File: src/rtl/weight_fifo_pkg.sv
// Shared defaults, width helpers and output-stage state encoding for the
// weight tile FIFO.
package weight_fifo_pkg;

  localparam int DEF_WEIGHT_BW   = 8;
  localparam int DEF_NUM_PE_ROWS = 8;
  localparam int DEF_MATRIX_SIZE = 8;
  localparam int DEF_FIFO_DEPTH  = 4;

  typedef enum logic [0:0] {
    ST_IDLE = 1'b0,
    ST_HOLD = 1'b1
  } ser_state_e;

  // Width of one PE row of weights.
  function automatic int calc_row_w(input int weight_bw, input int matrix_size);
    return weight_bw * matrix_size;
  endfunction

  // Width of a full tile (all PE rows).
  function automatic int calc_dw(input int weight_bw, input int matrix_size,
                                 input int num_rows);
    return calc_row_w(weight_bw, matrix_size) * num_rows;
  endfunction

endpackage

File: src/rtl/wfifo_row_serializer.sv
// Output stage: holds one tile and presents it either as a single beat or
// row by row, requesting the next tile from storage on the final handshake.
module wfifo_row_serializer
  import weight_fifo_pkg::*;
#(
  parameter  int ROW_W       = 64,
  parameter  int NUM_PE_ROWS = 8,
  localparam int DW          = ROW_W * NUM_PE_ROWS,
  localparam int RIW         = (NUM_PE_ROWS > 1) ? $clog2(NUM_PE_ROWS) : 1
) (
  input  logic             clk,
  input  logic             rst,
  input  logic             flush,
  input  logic             tile_avail,
  input  logic [DW-1:0]    tile_in,
  input  logic             row_mode,
  input  logic             out_ready,
  output logic             pop,
  output logic             out_valid,
  output logic [DW-1:0]    out_tile,
  output logic [ROW_W-1:0] out_row,
  output logic [RIW-1:0]   row_idx,
  output logic             out_last
);

  localparam logic [RIW-1:0] LAST_ROW = RIW'(NUM_PE_ROWS - 1);

  ser_state_e state;
  logic       mode_q;
  logic       fire;

  assign out_valid = (state == ST_HOLD);
  assign fire      = out_valid && out_ready;
  // Whole-tile mode ends on the first beat; row mode ends on the last row.
  assign out_last  = out_valid && (!mode_q || (row_idx == LAST_ROW));
  // Load from IDLE, or chain the next tile on the final handshake so a
  // continuously ready consumer sees no bubble between tiles.
  assign pop       = !flush && tile_avail &&
                     ((state == ST_IDLE) || (fire && out_last));
  assign out_row   = out_tile[int'(row_idx) * ROW_W +: ROW_W];

  // Hold register, latched mode and row counter.
  always_ff @(posedge clk or posedge rst) begin
    if (rst) begin
      state    <= ST_IDLE;
      mode_q   <= 1'b0;
      row_idx  <= '0;
      out_tile <= '0;
    end else if (flush) begin
      state    <= ST_IDLE;
      row_idx  <= '0;
    end else if (pop) begin
      state    <= ST_HOLD;
      out_tile <= tile_in;
      mode_q   <= row_mode;
      row_idx  <= '0;
    end else if (fire) begin
      if (out_last) begin
        state   <= ST_IDLE;
        row_idx <= '0;
      end else begin
        row_idx <= row_idx + RIW'(1);
      end
    end
  end

endmodule

File: src/rtl/weight_tile_fifo.sv
// Tile FIFO feeding a PE array: circular storage of whole weight tiles with
// occupancy flags, plus a serializer that streams the head tile.
module weight_tile_fifo
  import weight_fifo_pkg::*;
#(
  parameter  int WEIGHT_BW   = DEF_WEIGHT_BW,
  parameter  int NUM_PE_ROWS = DEF_NUM_PE_ROWS,
  parameter  int MATRIX_SIZE = DEF_MATRIX_SIZE,
  parameter  int FIFO_DEPTH  = DEF_FIFO_DEPTH,
  parameter  int AF_LEVEL    = FIFO_DEPTH - 1,
  localparam int ROW_W       = calc_row_w(WEIGHT_BW, MATRIX_SIZE),
  localparam int DW          = calc_dw(WEIGHT_BW, MATRIX_SIZE, NUM_PE_ROWS),
  localparam int CW          = $clog2(FIFO_DEPTH + 1),
  localparam int RIW         = (NUM_PE_ROWS > 1) ? $clog2(NUM_PE_ROWS) : 1
) (
  input  logic             clk,
  input  logic             rst,
  input  logic             flush,
  input  logic             write_enable,
  input  logic [DW-1:0]    data_in,
  input  logic             row_mode,
  input  logic             out_ready,
  output logic             out_valid,
  output logic [DW-1:0]    out_tile,
  output logic [ROW_W-1:0] out_row,
  output logic [RIW-1:0]   row_idx,
  output logic             out_last,
  output logic             full,
  output logic             empty,
  output logic             almost_full,
  output logic [CW-1:0]    count,
  output logic             overflow
);

  localparam int PW = $clog2(FIFO_DEPTH);

  logic [DW-1:0] mem [FIFO_DEPTH];
  logic [PW-1:0] wr_ptr;
  logic [PW-1:0] rd_ptr;
  logic          push;
  logic          pop;

  assign full        = (count == CW'(FIFO_DEPTH));
  assign empty       = (count == '0);
  assign almost_full = (count >= CW'(AF_LEVEL));
  // A pop in the same cycle does not make room for a push into a full FIFO.
  assign push        = write_enable && !full && !flush;

  // Tile storage; contents are don't-care until written.
  always_ff @(posedge clk) begin
    if (push) mem[wr_ptr] <= data_in;
  end

  // Pointers, occupancy and sticky overflow flag.
  always_ff @(posedge clk or posedge rst) begin
    if (rst) begin
      wr_ptr   <= '0;
      rd_ptr   <= '0;
      count    <= '0;
      overflow <= 1'b0;
    end else if (flush) begin
      wr_ptr   <= '0;
      rd_ptr   <= '0;
      count    <= '0;
      overflow <= 1'b0;
    end else begin
      if (push) wr_ptr <= wr_ptr + PW'(1);
      if (pop)  rd_ptr <= rd_ptr + PW'(1);
      case ({push, pop})
        2'b10:   count <= count + CW'(1);
        2'b01:   count <= count - CW'(1);
        default: count <= count;
      endcase
      if (write_enable && full) overflow <= 1'b1;
    end
  end

  wfifo_row_serializer #(
    .ROW_W      (ROW_W),
    .NUM_PE_ROWS(NUM_PE_ROWS)
  ) u_ser (
    .clk       (clk),
    .rst       (rst),
    .flush     (flush),
    .tile_avail(!empty),
    .tile_in   (mem[rd_ptr]),
    .row_mode  (row_mode),
    .out_ready (out_ready),
    .pop       (pop),
    .out_valid (out_valid),
    .out_tile  (out_tile),
    .out_row   (out_row),
    .row_idx   (row_idx),
    .out_last  (out_last)
  );

endmodule

File: config.mk
export PLATFORM = sky130hd
export DESIGN_NAME = weight_tile_fifo
export DESIGN_NICKNAME = d
export VERILOG_FILES = /design/src/rtl/weight_fifo_pkg.sv /design/src/rtl/wfifo_row_serializer.sv /design/src/rtl/weight_tile_fifo.sv
export SDC_FILE = /design/constraint.sdc
export NUM_CORES = 2
export LEC_CHECK = 0
export ABC_AREA = 1
export BUFFER_PORTS_ARGS = -buffer_cell sky130_fd_sc_hd__buf_2
export CELL_PAD_IN_SITES_DETAIL_PLACEMENT = 1
export CELL_PAD_IN_SITES_GLOBAL_PLACEMENT = 2
export CORE_MARGIN = 2
export CORE_UTILIZATION = 36
export DETAILED_ROUTE_END_ITERATION = 8
export PLACE_DENSITY_LB_ADDON = 0.1
export SYNTH_ARGS = -nofsm -noshare
export SYNTH_HDL_FRONTEND = slang
export SYNTH_SLANG_ARGS = --single-unit
File: constraint.sdc
create_clock -name clk -period 24.3 [get_ports clk]
set_input_delay 2.43 -clock clk [delete_from_list [all_inputs] [get_ports clk]]
set_output_delay 2.43 -clock clk [all_outputs]
set_load 0.01 [all_outputs]
==> report_table.html <==
<table>
<tr><th>Metric</th><th>Value</th></tr>
<tr><th colspan="2">Layout</th></tr>
<tr><td>Area overhead of the layout relative to synthesis</td><td>18.4%</td></tr>
<tr><td>Finished layout cell area</td><td>118000 µm²</td></tr>
<tr><td>Final net count</td><td>9629</td></tr>
<tr><td>Layout cells sized above 1</td><td>17.7%</td></tr>
<tr><td>Non-filler instance count after layout</td><td>13100</td></tr>
<tr><th colspan="2">Clock network</th></tr>
<tr><td>Clock tree root driver cell</td><td>clkbuf_16</td></tr>
<tr><td>Post-CTS Setup Bufs</td><td>0</td></tr>
<tr><td>Inserted Clock Buffers</td><td>293</td></tr>
<tr><td>CTS tree</td><td>built</td></tr>
<tr><td>Clock insertion delay at the later pin of the skew report</td><td>0.90 ns</td></tr>
<tr><td>Clock edge transition at the registers on the reported setup and hold paths</td><td>0.06 ns</td></tr>
<tr><td>CTS sink cnt</td><td>2573</td></tr>
<tr><td>Resized Gates After CTS</td><td>0</td></tr>
<tr><td>Number of buffers on the longest clock path</td><td>4</td></tr>
<tr><td>Hold buffer count at cts</td><td>0</td></tr>
<tr><td>Depth of the CTS H-tree</td><td>5</td></tr>
<tr><th colspan="2">Logic synthesis</th></tr>
<tr><td>Number of enable-type register cells in the synthesized netlist</td><td>2048</td></tr>
<tr><td>Combinational family with the most area after synthesis</td><td>simple AND/OR/NAND/NOR gates</td></tr>
<tr><td>Dominant cells by area after synthesis</td><td>edfxtp_1, dfrtp_1, nor2_1</td></tr>
<tr><td>Sequential fraction of the synthesis area</td><td>75.0%</td></tr>
<tr><td>Post-synth top area share</td><td>61.8%</td></tr>
<tr><td>Basic-gate share of the synthesized area counting and, or, nand and nor cells</td><td>11.1%</td></tr>
<tr><td>Synthesis Warnings</td><td>0</td></tr>
<tr><td>Area fraction in compound gates after synthesis</td><td>10.9%</td></tr>
<tr><td>Gate count after technology mapping</td><td>8146</td></tr>
<tr><td>Net count after synthesis</td><td>8671</td></tr>
<tr><td>Most used standard cells in the synthesized netlist</td><td>nor2_1, edfxtp_1, o21ai_0, nand2_1, dfrtp_1</td></tr>
<tr><td>Library cell with the highest instance count after synthesis</td><td>nor2_1</td></tr>
<tr><td>XOR/XNOR share of the synthesized area</td><td>0.00881%</td></tr>
<tr><td>Proportion of synthesized flip-flops having asynchronous set or reset</td><td>20.4%</td></tr>
<tr><td>Share of synthesized cell area in full adder, half adder and majority cells</td><td>0.0956%</td></tr>
<tr><td>Avg Inst Size Synth</td><td>12.2 µm²</td></tr>
<tr><td>Area leader, netlist</td><td>edfxtp_1</td></tr>
<tr><td>Mapped cell area</td><td>99500 µm²</td></tr>
<tr><td>Most instantiated flip-flop cell in the synthesis netlist</td><td>edfxtp_1</td></tr>
<tr><td>Proportion of synthesized area in mux cells</td><td>0%</td></tr>
<tr><td>Flip-flop and latch count after synthesis</td><td>2573</td></tr>
<tr><td>Synth unique cells</td><td>26</td></tr>
<tr><th colspan="2">Worst setup path</th></tr>
<tr><td>Type of the setup path with the least slack</td><td>reg2out</td></tr>
<tr><td>Arr. time, crit path</td><td>4.55 ns</td></tr>
<tr><td>Required time reported for the critical path endpoint</td><td>21.87 ns</td></tr>
<tr><td>Worst Setup End Kind</td><td>output port</td></tr>
<tr><td>Largest fanout on the critical path</td><td>90</td></tr>
<tr><td>Category of the worst setup path launch point</td><td>flop</td></tr>
<tr><th colspan="2">Power</th></tr>
<tr><td>Internal power summed over all cells</td><td>9.19 mW</td></tr>
<tr><td>Peak VDD IR</td><td>0.0837 mV</td></tr>
<tr><td>Comb power frac</td><td>30.3%</td></tr>
<tr><td>PD cells</td><td>132 nW/µm²</td></tr>
<tr><td>Lkg Pwr</td><td>43.0 nW</td></tr>
<tr><td>Net switching power of the design</td><td>6.34 mW</td></tr>
<tr><td>Flop pwr share</td><td>41.6%</td></tr>
<tr><td>Switching part of the total</td><td>40.8%</td></tr>
<tr><td>Clock share of power</td><td>28.2%</td></tr>
<tr><th colspan="2">Drt</th></tr>
<tr><td>Total via count after detailed routing</td><td>71300</td></tr>
<tr><td>First-pass iteration count of the detailed router</td><td>5</td></tr>
<tr><td>Detailed Route Iter0 Violations</td><td>7064</td></tr>
<tr><td>DRC viols</td><td>0</td></tr>
<tr><td>Average via count per standard cell</td><td>5.43</td></tr>
<tr><td>WL final</td><td>419000 µm</td></tr>
<tr><td>Post-detailed-route count of antenna-violating nets</td><td>0</td></tr>
<tr><td>Average routed wire per standard cell</td><td>31.9 µm</td></tr>
<tr><th colspan="2">Floorplan</th></tr>
<tr><td>Row count</td><td>192</td></tr>
<tr><td>Die extent in y</td><td>530 µm</td></tr>
<tr><td>Initial cell density of the core</td><td>36.3%</td></tr>
<tr><td>Total core area</td><td>274000 µm²</td></tr>
<tr><td>Die X</td><td>530 µm</td></tr>
<tr><td>Die area</td><td>281000 µm²</td></tr>
<tr><td>I/O pin count</td><td>1106</td></tr>
<tr><th colspan="2">STA</th></tr>
<tr><td>Slew HR</td><td>11.5%</td></tr>
<tr><td>Total negative slack for setup checks</td><td>0 ns</td></tr>
<tr><td>Pins Over Slew Limit</td><td>0</td></tr>
<tr><td>Final setup viols</td><td>0</td></tr>
<tr><td>Final-layout worst hold slack</td><td>0.497 ns</td></tr>
<tr><td>Final hold violation count</td><td>0</td></tr>
<tr><td>Maximum clock rate</td><td>143 MHz</td></tr>
<tr><td>Slew @ Worst Pin</td><td>1.31 ns</td></tr>
<tr><td>Final worst path period need</td><td>6.98 ns</td></tr>
<tr><td>Post-route clock period utilization</td><td>28.7%</td></tr>
<tr><td>RSZ-0062 raised after global routing</td><td>false</td></tr>
<tr><td>Clock Skew</td><td>0.0329 ns</td></tr>
<tr><th colspan="2">Placed design</th></tr>
<tr><td>Last weighted congestion value of the routability-driven placer</td><td>0.879</td></tr>
<tr><td>Dpl cells</td><td>12500</td></tr>
<tr><td>Port Buffer Count</td><td>1105</td></tr>
<tr><td>DP Wirelength</td><td>283000 µm</td></tr>
<tr><td>Placed standard-cell area</td><td>108000 µm²</td></tr>
<tr><th colspan="2">Global routing</th></tr>
<tr><td>Largest net degree at the start of global routing</td><td>271</td></tr>
<tr><td>Total global-route track usage</td><td>29.1%</td></tr>
<tr><td>Via count of the first global-routing pass</td><td>69400</td></tr>
<tr><td>Number of antenna violations at the first check in global routing</td><td>281</td></tr>
<tr><td>Global-route wire length before repair</td><td>568000 µm</td></tr>
<tr><td>Global route overflow</td><td>0</td></tr>
<tr><th colspan="2">Run</th></tr>
<tr><td>Max Cap Violations</td><td>0</td></tr>
<tr><th colspan="2">Outcome</th></tr>
<tr><td>Result of the run</td><td>finished clean</td></tr>
<tr><th colspan="2">Hold path</th></tr>
<tr><td>Hold/Removal Path Class</td><td>reg2reg</td></tr>
</table>
## placed cells by master, fill, tap and decap left out, drive strengths merged
cell | Yosys | routed
a21oi | 68 | 68
a31oi | 320 | 320
buf | 267 | 1215
bufinv | 0 | 14
clkbuf | 285 | 420
clkinv | 0 | 84
clkinvlp | 0 | 6
dfrtp | 525 | 525
diode | 0 | 104
edfxtp | 2048 | 2048
fa | 1 | 1
ha | 6 | 6
inv | 89 | 99
nand2 | 678 | 678
nand3 | 2 | 2
nand4 | 1 | 1
nor2 | 2247 | 2247
nor3 | 1 | 1
o21ai | 1351 | 1351
o22ai | 192 | 192
o32ai | 64 | 64
xnor2 | 1 | 1
## metal layers
metal  up-vias  wire (µm)  GRT usage (%)
met5         -        957              0
met4       148      25600           16.3
met3       825      35900           7.09
met2      2722     172000           40.3
met1     36600     185000           41.5
li1      31000          -              -
## state kept, by name, summed over array words and instances, names as in the netlist
register and flops:
u_ser.out_tile 512, u_ser.row_idx 3, u_ser.out_valid 1, overflow 1, rd_ptr 2, mem 2048, u_ser.mode_q 1, wr_ptr 2
count 3
## power by group through the flow
stage          combinational [mW]  clock, mW  sequential, mW
2_1_floorplan                2.37          0            6.12
3_3_place_gp                 4.64          0            6.49
3_5_place_dp                 4.73          0            6.49
4_1_cts                      4.74       4.45            6.41
5_1_grt                      5.08       4.61            6.47
6_report                     4.70       4.37            6.46
## worst paths after layout
check / from / endpoint / slack (ns) / cells past startpoint
max: u_ser.row_idx[0] / out_row[23] / 17.32 / 7
min: u_ser.out_tile[302] / u_ser.out_tile[302] / 0.50 / 2
max reg2reg: u_ser.row_idx[1] / u_ser.out_tile[498] / 18.13 / 13
min reg2reg: u_ser.out_tile[302] / u_ser.out_tile[302] / 0.50 / 2
max in group asynchronous: rst / u_ser.out_tile[416] / 20.41 / 4
min in group asynchronous: rst / u_ser.out_tile[235] / 1.70 / 2
## kinds of logic (layout without fill, tap and decap cells)
| logic type | count (synthesis) | in the layout |
|---|---|---|
| compound gates | 1995 | 1995 |
| xor+xnor | 1 | 1 |
| fa+ha+maj | 7 | 7 |
| buf+inv | 641 | 1838 |
| flops | 2573 | 2573 |
| other cells | 0 | 104 |
| simple gates | 2929 | 2929 |
## metrics by stage
stage,utilization (%),setup WS (ns),total power [mW]
2_1_floorplan,-,-1.01,8.50
3_3_place_gp,39.4,16.99,11.1
3_5_place_dp,39.4,16.96,11.2
4_1_cts,42.8,17.16,15.6
5_1_grt,42.9,17.12,16.2
6_report,42.9,17.32,15.5
## area by class of cell
class	count	area, µm²
Antenna cell	104	260
Fill cell	29100	157000
Multi-Input combinational cell	4932	22000
Timing Repair Buffer	1215	6510
Inverter	89	385
Tap cell	3686	4610
Clock buffer	420	8370
Sequential cell	2573	74700
Clock inverter	114	992
## critical path, cell delays in order, from the launching register on
cell,delay [ns]
dfrtp_4,0.46
buf_4,0.49
buf_4,0.80
nor2_1,0.11
o32ai_1,1.00
nand2_1,0.34
nand2_1,0.23
buf_2,0.16
Note: power is estimated with default switching activity, not from simulation.
